--- config.mk ---
export PLATFORM = sky130hd
export DESIGN_NAME = ram_copy_engine_flat
export DESIGN_NICKNAME = d
export VERILOG_FILES = /design/src/rtl/ram_copy_if.sv /design/src/rtl/ram_copy_engine.sv /design/src/flat_wrapper.sv
export SDC_FILE = /design/constraint.sdc
export NUM_CORES = 1
export LEC_CHECK = 0
export BUFFER_PORTS_ARGS = -buffer_cell sky130_fd_sc_hd__buf_4
export CAP_MARGIN = 20
export CORE_UTILIZATION = 55
export CTS_CLUSTER_SIZE = 8
export DETAILED_ROUTE_END_ITERATION = 16
export GPL_ROUTABILITY_DRIVEN = 0
export GPL_TIMING_DRIVEN = 0
export PLACE_DENSITY = 0.8
export SLEW_MARGIN = 40
export SYNTH_ARGS = -nofsm -noshare
export SYNTH_HDL_FRONTEND = slang
export SYNTH_SLANG_ARGS = --single-unit
--- constraint.sdc ---
create_clock -name clk -period 3.3 [get_ports clk]
set_input_delay 0.33 -clock clk [delete_from_list [all_inputs] [get_ports clk]]
set_output_delay 0.33 -clock clk [all_outputs]
set_load 0.01 [all_outputs]
--- src/rtl/ram_copy_if.sv ---
// Bundle of the copy-engine control port and the RAM load/address/data port.
// The slave modport is the engine's view; the master modport is the view of
// whoever issues the copy and supplies RAM read data.
interface ram_copy_if #(
  parameter int ADDR_W = 14,
  parameter int DATA_W = 16
);
  logic              start;
  logic [ADDR_W-1:0] src;
  logic [ADDR_W-1:0] dst;
  logic [ADDR_W:0]   len;
  logic [DATA_W-1:0] mem_out;
  logic [DATA_W-1:0] mem_in;
  logic              mem_load;
  logic [ADDR_W-1:0] mem_address;
  logic              busy;
  logic              done;
  logic [ADDR_W:0]   count;

  modport slave (
    input  start, src, dst, len, mem_out,
    output mem_in, mem_load, mem_address, busy, done, count
  );

  modport master (
    output start, src, dst, len, mem_out,
    input  mem_in, mem_load, mem_address, busy, done, count
  );
endinterface

--- src/rtl/ram_copy_engine.sv ---
// Block-copy initiator for the 16K-word RAM: one read cycle then one write
// cycle per word, ascending addresses with wrap, one-cycle done pulse.
module ram_copy_engine #(
  parameter int ADDR_W = 14,
  parameter int DATA_W = 16
) (
  input  logic        clk,
  input  logic        reset,
  ram_copy_if.slave   bus
);

  typedef enum logic [1:0] {
    S_IDLE,
    S_READ,
    S_WRITE,
    S_DONE
  } state_t;

  localparam logic [ADDR_W:0] LEN_ZERO = '0;
  localparam logic [ADDR_W:0] LEN_ONE  = (ADDR_W+1)'(1);

  state_t            state_q, state_d;
  logic [ADDR_W-1:0] sptr_q, sptr_d;
  logic [ADDR_W-1:0] dptr_q, dptr_d;
  logic [ADDR_W:0]   rem_q, rem_d;
  logic [ADDR_W:0]   count_q, count_d;
  logic [ADDR_W-1:0] addr_q, addr_d;
  logic [DATA_W-1:0] dreg_q, dreg_d;

  // Next-state, pointer and RAM-port register computation.
  always_comb begin
    // NOTE: every _d starts as its _q so no branch can leave a latch behind.
    state_d = state_q;
    sptr_d  = sptr_q;
    dptr_d  = dptr_q;
    rem_d   = rem_q;
    count_d = count_q;
    addr_d  = addr_q;
    dreg_d  = dreg_q;
    unique case (state_q)
      S_IDLE: begin
        if (bus.start) begin
          sptr_d  = bus.src;
          dptr_d  = bus.dst;
          rem_d   = bus.len;
          count_d = '0;
          if (bus.len == LEN_ZERO) begin
            state_d = S_DONE;
          end else begin
            state_d = S_READ;
            addr_d  = bus.src;
          end
        end
      end
      S_READ: begin
        // The word at sptr is on mem_out now; it becomes the write data.
        dreg_d  = bus.mem_out;
        addr_d  = dptr_q;
        state_d = S_WRITE;
      end
      S_WRITE: begin
        // Pointers wrap naturally at the ADDR_W boundary.
        sptr_d  = sptr_q + 1'b1;
        dptr_d  = dptr_q + 1'b1;
        rem_d   = rem_q - 1'b1;
        count_d = count_q + 1'b1;
        if (rem_q == LEN_ONE) begin
          state_d = S_DONE;
        end else begin
          state_d = S_READ;
          addr_d  = sptr_q + 1'b1;
        end
      end
      S_DONE: begin
        state_d = S_IDLE;
      end
      default: begin
        state_d = S_IDLE;
      end
    endcase
  end

  // State and datapath registers; reset aborts any copy immediately.
  always_ff @(posedge clk or posedge reset) begin
    if (reset) begin
      state_q <= S_IDLE;
      sptr_q  <= '0;
      dptr_q  <= '0;
      rem_q   <= '0;
      count_q <= '0;
      addr_q  <= '0;
      dreg_q  <= '0;
    end else begin
      // NOTE: non-blocking so every flop samples pre-edge values together.
      state_q <= state_d;
      sptr_q  <= sptr_d;
      dptr_q  <= dptr_d;
      rem_q   <= rem_d;
      count_q <= count_d;
      addr_q  <= addr_d;
      dreg_q  <= dreg_d;
    end
  end

  // Outputs decode the registered state only, so mem_load cannot glitch.
  assign bus.mem_load    = (state_q == S_WRITE);
  assign bus.busy        = (state_q != S_IDLE);
  assign bus.done        = (state_q == S_DONE);
  assign bus.mem_address = addr_q;
  assign bus.mem_in      = dreg_q;
  assign bus.count       = count_q;

endmodule
--- src/flat_wrapper.sv ---
// flat-port wrapper written by rule: the top's interface ports become plain ports
module ram_copy_engine_flat 
#(
  parameter int ADDR_W = 14,
  parameter int DATA_W = 16
)
  (clk, reset, bus_start, bus_src, bus_dst, bus_len, bus_mem_out, bus_mem_in, bus_mem_load, bus_mem_address, bus_busy, bus_done, bus_count);
  ram_copy_if #(.ADDR_W(ADDR_W), .DATA_W(DATA_W)) bus_i ();
  input  logic clk;
  input  logic reset;
  input wire logic [$bits(bus_i.start)-1:0] bus_start;
  input wire logic [$bits(bus_i.src)-1:0] bus_src;
  input wire logic [$bits(bus_i.dst)-1:0] bus_dst;
  input wire logic [$bits(bus_i.len)-1:0] bus_len;
  input wire logic [$bits(bus_i.mem_out)-1:0] bus_mem_out;
  output wire logic [$bits(bus_i.mem_in)-1:0] bus_mem_in;
  output wire logic [$bits(bus_i.mem_load)-1:0] bus_mem_load;
  output wire logic [$bits(bus_i.mem_address)-1:0] bus_mem_address;
  output wire logic [$bits(bus_i.busy)-1:0] bus_busy;
  output wire logic [$bits(bus_i.done)-1:0] bus_done;
  output wire logic [$bits(bus_i.count)-1:0] bus_count;
  assign bus_i.start = bus_start;
  assign bus_i.src = bus_src;
  assign bus_i.dst = bus_dst;
  assign bus_i.len = bus_len;
  assign bus_i.mem_out = bus_mem_out;
  assign bus_mem_in = bus_i.mem_in;
  assign bus_mem_load = bus_i.mem_load;
  assign bus_mem_address = bus_i.mem_address;
  assign bus_busy = bus_i.busy;
  assign bus_done = bus_i.done;
  assign bus_count = bus_i.count;
  ram_copy_engine #(.ADDR_W(ADDR_W), .DATA_W(DATA_W)) u_core (.clk(clk), .reset(reset), .bus(bus_i));
endmodule
* After elaboration in Yosys (flattened, before gate mapping)
Index checks and enable logic that the tools add are counted.
** Word-level totals
- Register bits :: 90
- Bits of input ports :: 62
- Output and inout port bits :: 48
- Logic and storage cells :: 41
** Cells by class
- Add/sub/neg operators :: 4
- Eq/ne operators :: 7
- Multiplexer cells :: 16
- Reduce and logical (&&, ||, !) cells :: 7
** Operators by type and width (number)
- 2-to-1 mux 14 bit :: 5
- one-hot mux 15 bit (2 select lines) :: 2
- one-hot mux 14 bit (2 select lines) :: 2
- one-hot mux 14 bit (3 select lines) :: 1
- 2-to-1 mux 15 bit :: 2
- adder 14 x 1 -> 14 bit (second input constant) :: 2
- adder 15 x 1 -> 15 bit (second input constant) :: 1
- equality test 15 x 1 -> 1 bit (second input constant) :: 1
- zero test 15 bit :: 1
- subtractor 15 x 1 -> 15 bit (second input constant) :: 1
- one-hot mux 2 bit (4 select lines) :: 1
- 2-to-1 mux 2 bit :: 3
- != test 2 bit (second input constant) :: 3
- equality test 2 bit (second input constant) :: 2
- AND reduction 4 bit :: 1
- nonzero test 2 bit :: 2
- nonzero test 3 bit :: 1
- equality test 2 x 1 -> 1 bit (second input constant) :: 1
- zero test 2 bit :: 1
- AND reduction 2 bit :: 1

* Longest topological paths before layout
- Word-level depth :: 4
- Mapped depth :: 9
- Depth with buffers taken out :: 7

* Least setup slack after synthesis
Ideal clock, no wire load.
- Path kind :: register -> register
- From :: register u_core.state_q[0]
- To :: register u_core.addr_q[0] (netlist: u_core.bus.mem_address[0])
- Setup time :: 125 ps
- Data arrival time :: 1811 ps
- Data required time :: 3175 ps
- Slack :: 1364 ps
- Stages on the path, launching flop included :: 10
- Path buffers :: 2
- Clock period less this slack :: 1936 ps
- Cells stage by stage :: dfrtp_1 > inv_1 > ha_1 > nor2b_1 > nor2_1 > o21ai_0 > or2_1 > buf_6 > buf_12 > mux2_4
** Between the ends
- Longest elaborated chain between the ends :: 3
** Ends and longest elaborated chain
- start, declared :: RTL line ram_copy_engine.sv:22 : state_t state_q, state_d;
- start signal, assigned :: RTL line ram_copy_engine.sv:95 : state_q <= state_d;
- equality test 2 bit (tied with other cells) :: RTL line ram_copy_engine.sv:40 : unique case (state_q)
- != test 2 bit (no source line) / nonzero test 3 bit (equally long branches)
- AND reduction 4 bit (no source line)
- end signal, assigned :: RTL line ram_copy_engine.sv:100 : addr_q <= addr_d;
- end, declared :: RTL line ram_copy_engine.sv:27 : logic [ADDR_W-1:0] addr_q, addr_d;
Several ways; a longest one is shown, not always the timed one.
A chain may end at the register's enable or synchronous reset.

* Final worst setup path
- From :: register u_core.state_q[0]
- To :: register u_core.sptr_q[11]
** Between the ends
- Longest elaborated chain between the ends :: 3
** Ends and longest elaborated chain
- equality test 2 bit / zero test 2 bit (equally long branches) :: RTL line ram_copy_engine.sv:40
- nonzero test 2 bit (no source line) / != test 2 bit (equally long branches)
- AND reduction 2 bit (no source line)
- end signal, assigned :: RTL line ram_copy_engine.sv:96 : sptr_q <= sptr_d;
- end, declared :: RTL line ram_copy_engine.sv:23 : logic [ADDR_W-1:0] sptr_q, sptr_d;
Several ways; a longest one is shown, not always the timed one.

==> run summary <==
outcome: finished clean
worst hold path endpoint: u_core.bus.mem_in[15]
r2r endpoint: u_core.sptr_q[11]
worst skew pair latency: 0.36 ns
Yosys top cell area share: 42.7%
initial antenna violation count: 0
worst flop-to-flop path startpoint: u_core.state_q[0]
maximum number of pins on one net before global-route repair: 52
vias in the first global route: 4,916
final WL: 14.9 mm
largest family of logic cells by synthesized area: compound AO/OA/AOI/OAI gates
pwr dens: 996 mW/mm^2
first-pass GRT wire length: 24.1 mm
Startpoint Class: flop
Seq/Total Area, Yosys: 42.7%
fin crit share: 84.8%
PortBufs: 109
Final nets: 769
Worst Path Arrival: 3.07 ns
fraction of layout cells with a size suffix above 1: 24.4%
Initial DRT Pass Iterations: 5
area share of and/or/nand/nor cells after synthesis: 17.4%
DRC: 0
Min-Delay Path Class: primary input to flop
Slew HR: 45.7%
Cell variety after synth: 52
Ant. Diodes: 0
via count: 5,103
Post-DRT Antenna Nets: 0
hold path start: bus_mem_out[15]
die area: 0.00999 mm^2
die height: 100 um
HPWL after detailed placement: 10.9 mm
r2r setup slk: 0.50 ns
Worst EP required: 3.57 ns
async set or reset register ratio after synthesis: 100%
top cells by area, synth: dfrtp_1 43%, a21oi_1 5.2%, mux2_2 4.5%, mux2i_1 3.8%, o22ai_1 3.8%
CP Class: flop to flop
Worst Setup SP: u_core.state_q[0]
Clock transition at path regs: 0.10 ns
Setup TNS Final: 0 ns
Vias/cell: 6.15
most frequent cells in the layout: 109 x buf_4, 90 x dfrtp_1, 55 x a21oi_1, 52 x nand2_1, 39 x nor2_1
post-synthesis register bit count: 90
Fin. Hold Viols: 0
Post-Syn Nets: 647
largest area contributor in the synthesized netlist: dfrtp_1
# IOs: 110
Rows: 35
worst reg-to-reg path cell count: 7
detailed router's first-iteration violation count: 533
Initial Util: 56.8%
final setup vio count: 0
Total Power: 6.50 mW
post-synthesis mux area share: 10.8%
synthesized area: 0.00528 mm^2
max-cap violations: 0
XOR/XNOR share of the synthesized area: 3.49%
Hold Crit Depth: 2
WL/cell: 18.0 um
area grow syn2layout: 23.6%
core area: 0.00928 mm^2
EDFF count, synth: 0
Synth Area per Inst: 9.19 um^2
Synth Instances: 574
GRT Util Overall: 30.9%
max-slew violation count: 0
die width: 100 um
clk sinks: 90
root buffer cell: clkbuf_8
Worst Skew: 0.0148 ns
CTS Buffer Depth: 2
Achievable Freq: 357 MHz
leak pwr: 2.93 nW
min Tclk post-route: 2.80 ns
Worst Max-Slew Pin Slew: 0.809 ns
crit path capture type: flop
RSZ-0062 raised after global routing: no
post-CTS sizing: 0
Compound-Gate Fraction of Synth Area: 18.3%
commonest non-fill, non-tap cell in the layout: buf_4
total number of H-tree levels: 3
final hold slack: 0.192 ns
maximum VDD drop: 0.000567 V
# fillers: 749
total gr overflow: 0
Adder-Cell Fraction of Synth Area: 2.61%
CTS tree: built
CTS buffer count: 9
Yosys warnings: 0
Synth Flop Type: dfrtp_1
crit path max fanout: 10
-- critical path, cell delays in order, from the launching register on --
cell and delay, ns:
dfrtp_1 0.41, inv_1 0.14, ha_1 0.43, buf_2 0.31
buf_1 0.52, clkbuf_1 0.52, o21ai_0 0.19, a22oi_1 0.18
-- per-stage QoR --
stage / setup slack [ns] / util (%) / instance area, um^2 / std cells
after global routing: 0.345 / 70.3 / 6520 / 830
after CTS: 0.578 / 70.3 / 6520 / 830
after floorplan: 0.635 / - / 5280 / 574
after detailed placement: 0.602 / 67.7 / 6290 / 813
final: 0.502 / 70.3 / 6520 / 830
after global placement: -0.489 / 67.4 / 6260 / 812
-- cells in the mapped netlist, types with 2 or more instances --
| cell | number |
|---|---|
| inv_1 | 21 |
| a2bb2oi_1 | 3 |
| a22o_1 | 2 |
| a22oi_1 | 6 |
| o31ai_1 | 2 |
| and3_1 | 5 |
| o22ai_1 | 32 |
| o22a_1 | 11 |
| nor4_1 | 7 |
| nand2_1 | 52 |
| o21ai_0 | 30 |
| buf_1 | 5 |
| mux2_2 | 21 |
| a21oi_1 | 55 |
| dfrtp_1 | 90 |
| nand3_1 | 35 |
| or3_1 | 2 |
| and4_1 | 7 |
| o221ai_1 | 5 |
| nand2b_1 | 5 |
| mux2_4 | 8 |
| nor4_2 | 2 |
| nor2b_1 | 2 |
| ha_1 | 11 |
| nor3_1 | 8 |
| xor2_1 | 11 |
| nand3b_1 | 2 |
| buf_2 | 5 |
| mux2i_1 | 20 |
| o211ai_1 | 2 |
| clkbuf_1 | 25 |
| a31oi_1 | 8 |
| nor2_1 | 39 |
| nand4_1 | 8 |
| xnor2_1 | 10 |
-- logic make-up after synthesis --
kind of cell | count (synthesis)
compound gates | 160
xor+xnor | 21
fa+ha+maj | 11
buf+inv | 59
flops | 90
mux | 50
simple gates | 183
-- metal layers --
layer	track usage, %	routed length (um)	vias up
met5	0	0	-
met4	11.4	352	0
met3	5.29	1370	34
met2	49.5	7070	315
met1	42.3	6110	2414
li1	-	-	2340
-- how the worst max path moves through the flow --
stage / endpoint / slack, ns / depth (start not counted)
5_1_grt: u_core.sptr_q[2] / 0.35 / 7
3_5_place_dp: u_core.sptr_q[11] / 0.60 / 7
6_report: u_core.sptr_q[11] / 0.50 / 7
3_3_place_gp: u_core.bus.mem_in[15] / -0.49 / 2
4_1_cts: u_core.sptr_q[11] / 0.58 / 7
2_1_floorplan: u_core.bus.count[0] / 0.63 / 1
-- registers in the layout, indices dropped and copies added, names as in the netlist --
name and cells:
u_core.bus.count 15, u_core.bus.mem_address 14, u_core.bus.mem_in 16, u_core.dptr_q 14, u_core.rem_q 15, u_core.sptr_q 14
u_core.state_q 2
-- area by class of cell --
| cell class | count | area (um^2) | share of cell area [%] |
|---|---|---|---|
| buffer | 37 | 169 | 2.59 |
| clock inverter | 7 | 98.8 | 1.52 |
| tap | 129 | 161 | 2.47 |
| inverter | 22 | 87.6 | 1.34 |
| multi-input combinational | 425 | 2770 | 42.5 |
| timing repair buffer | 111 | 856 | 13.1 |
| sequential | 90 | 2250 | 34.5 |
| clock buffer | 9 | 124 | 1.90 |
-- what timing repair did --
item                                    4_1_cts  5_1_grt
buffers inserted                              0        0
endpoints found under the setup margin        0        0
hold buffers                                  1        0
hold endpoints to repair                     39        0
-- where the power goes --
part	internal (mW)	switching [mW]
Combinational	1.58	1.96
Sequential	1.59	0.502
Clock	0.434	0.425
No activity file was read; power rests on OpenSTA's default activity.
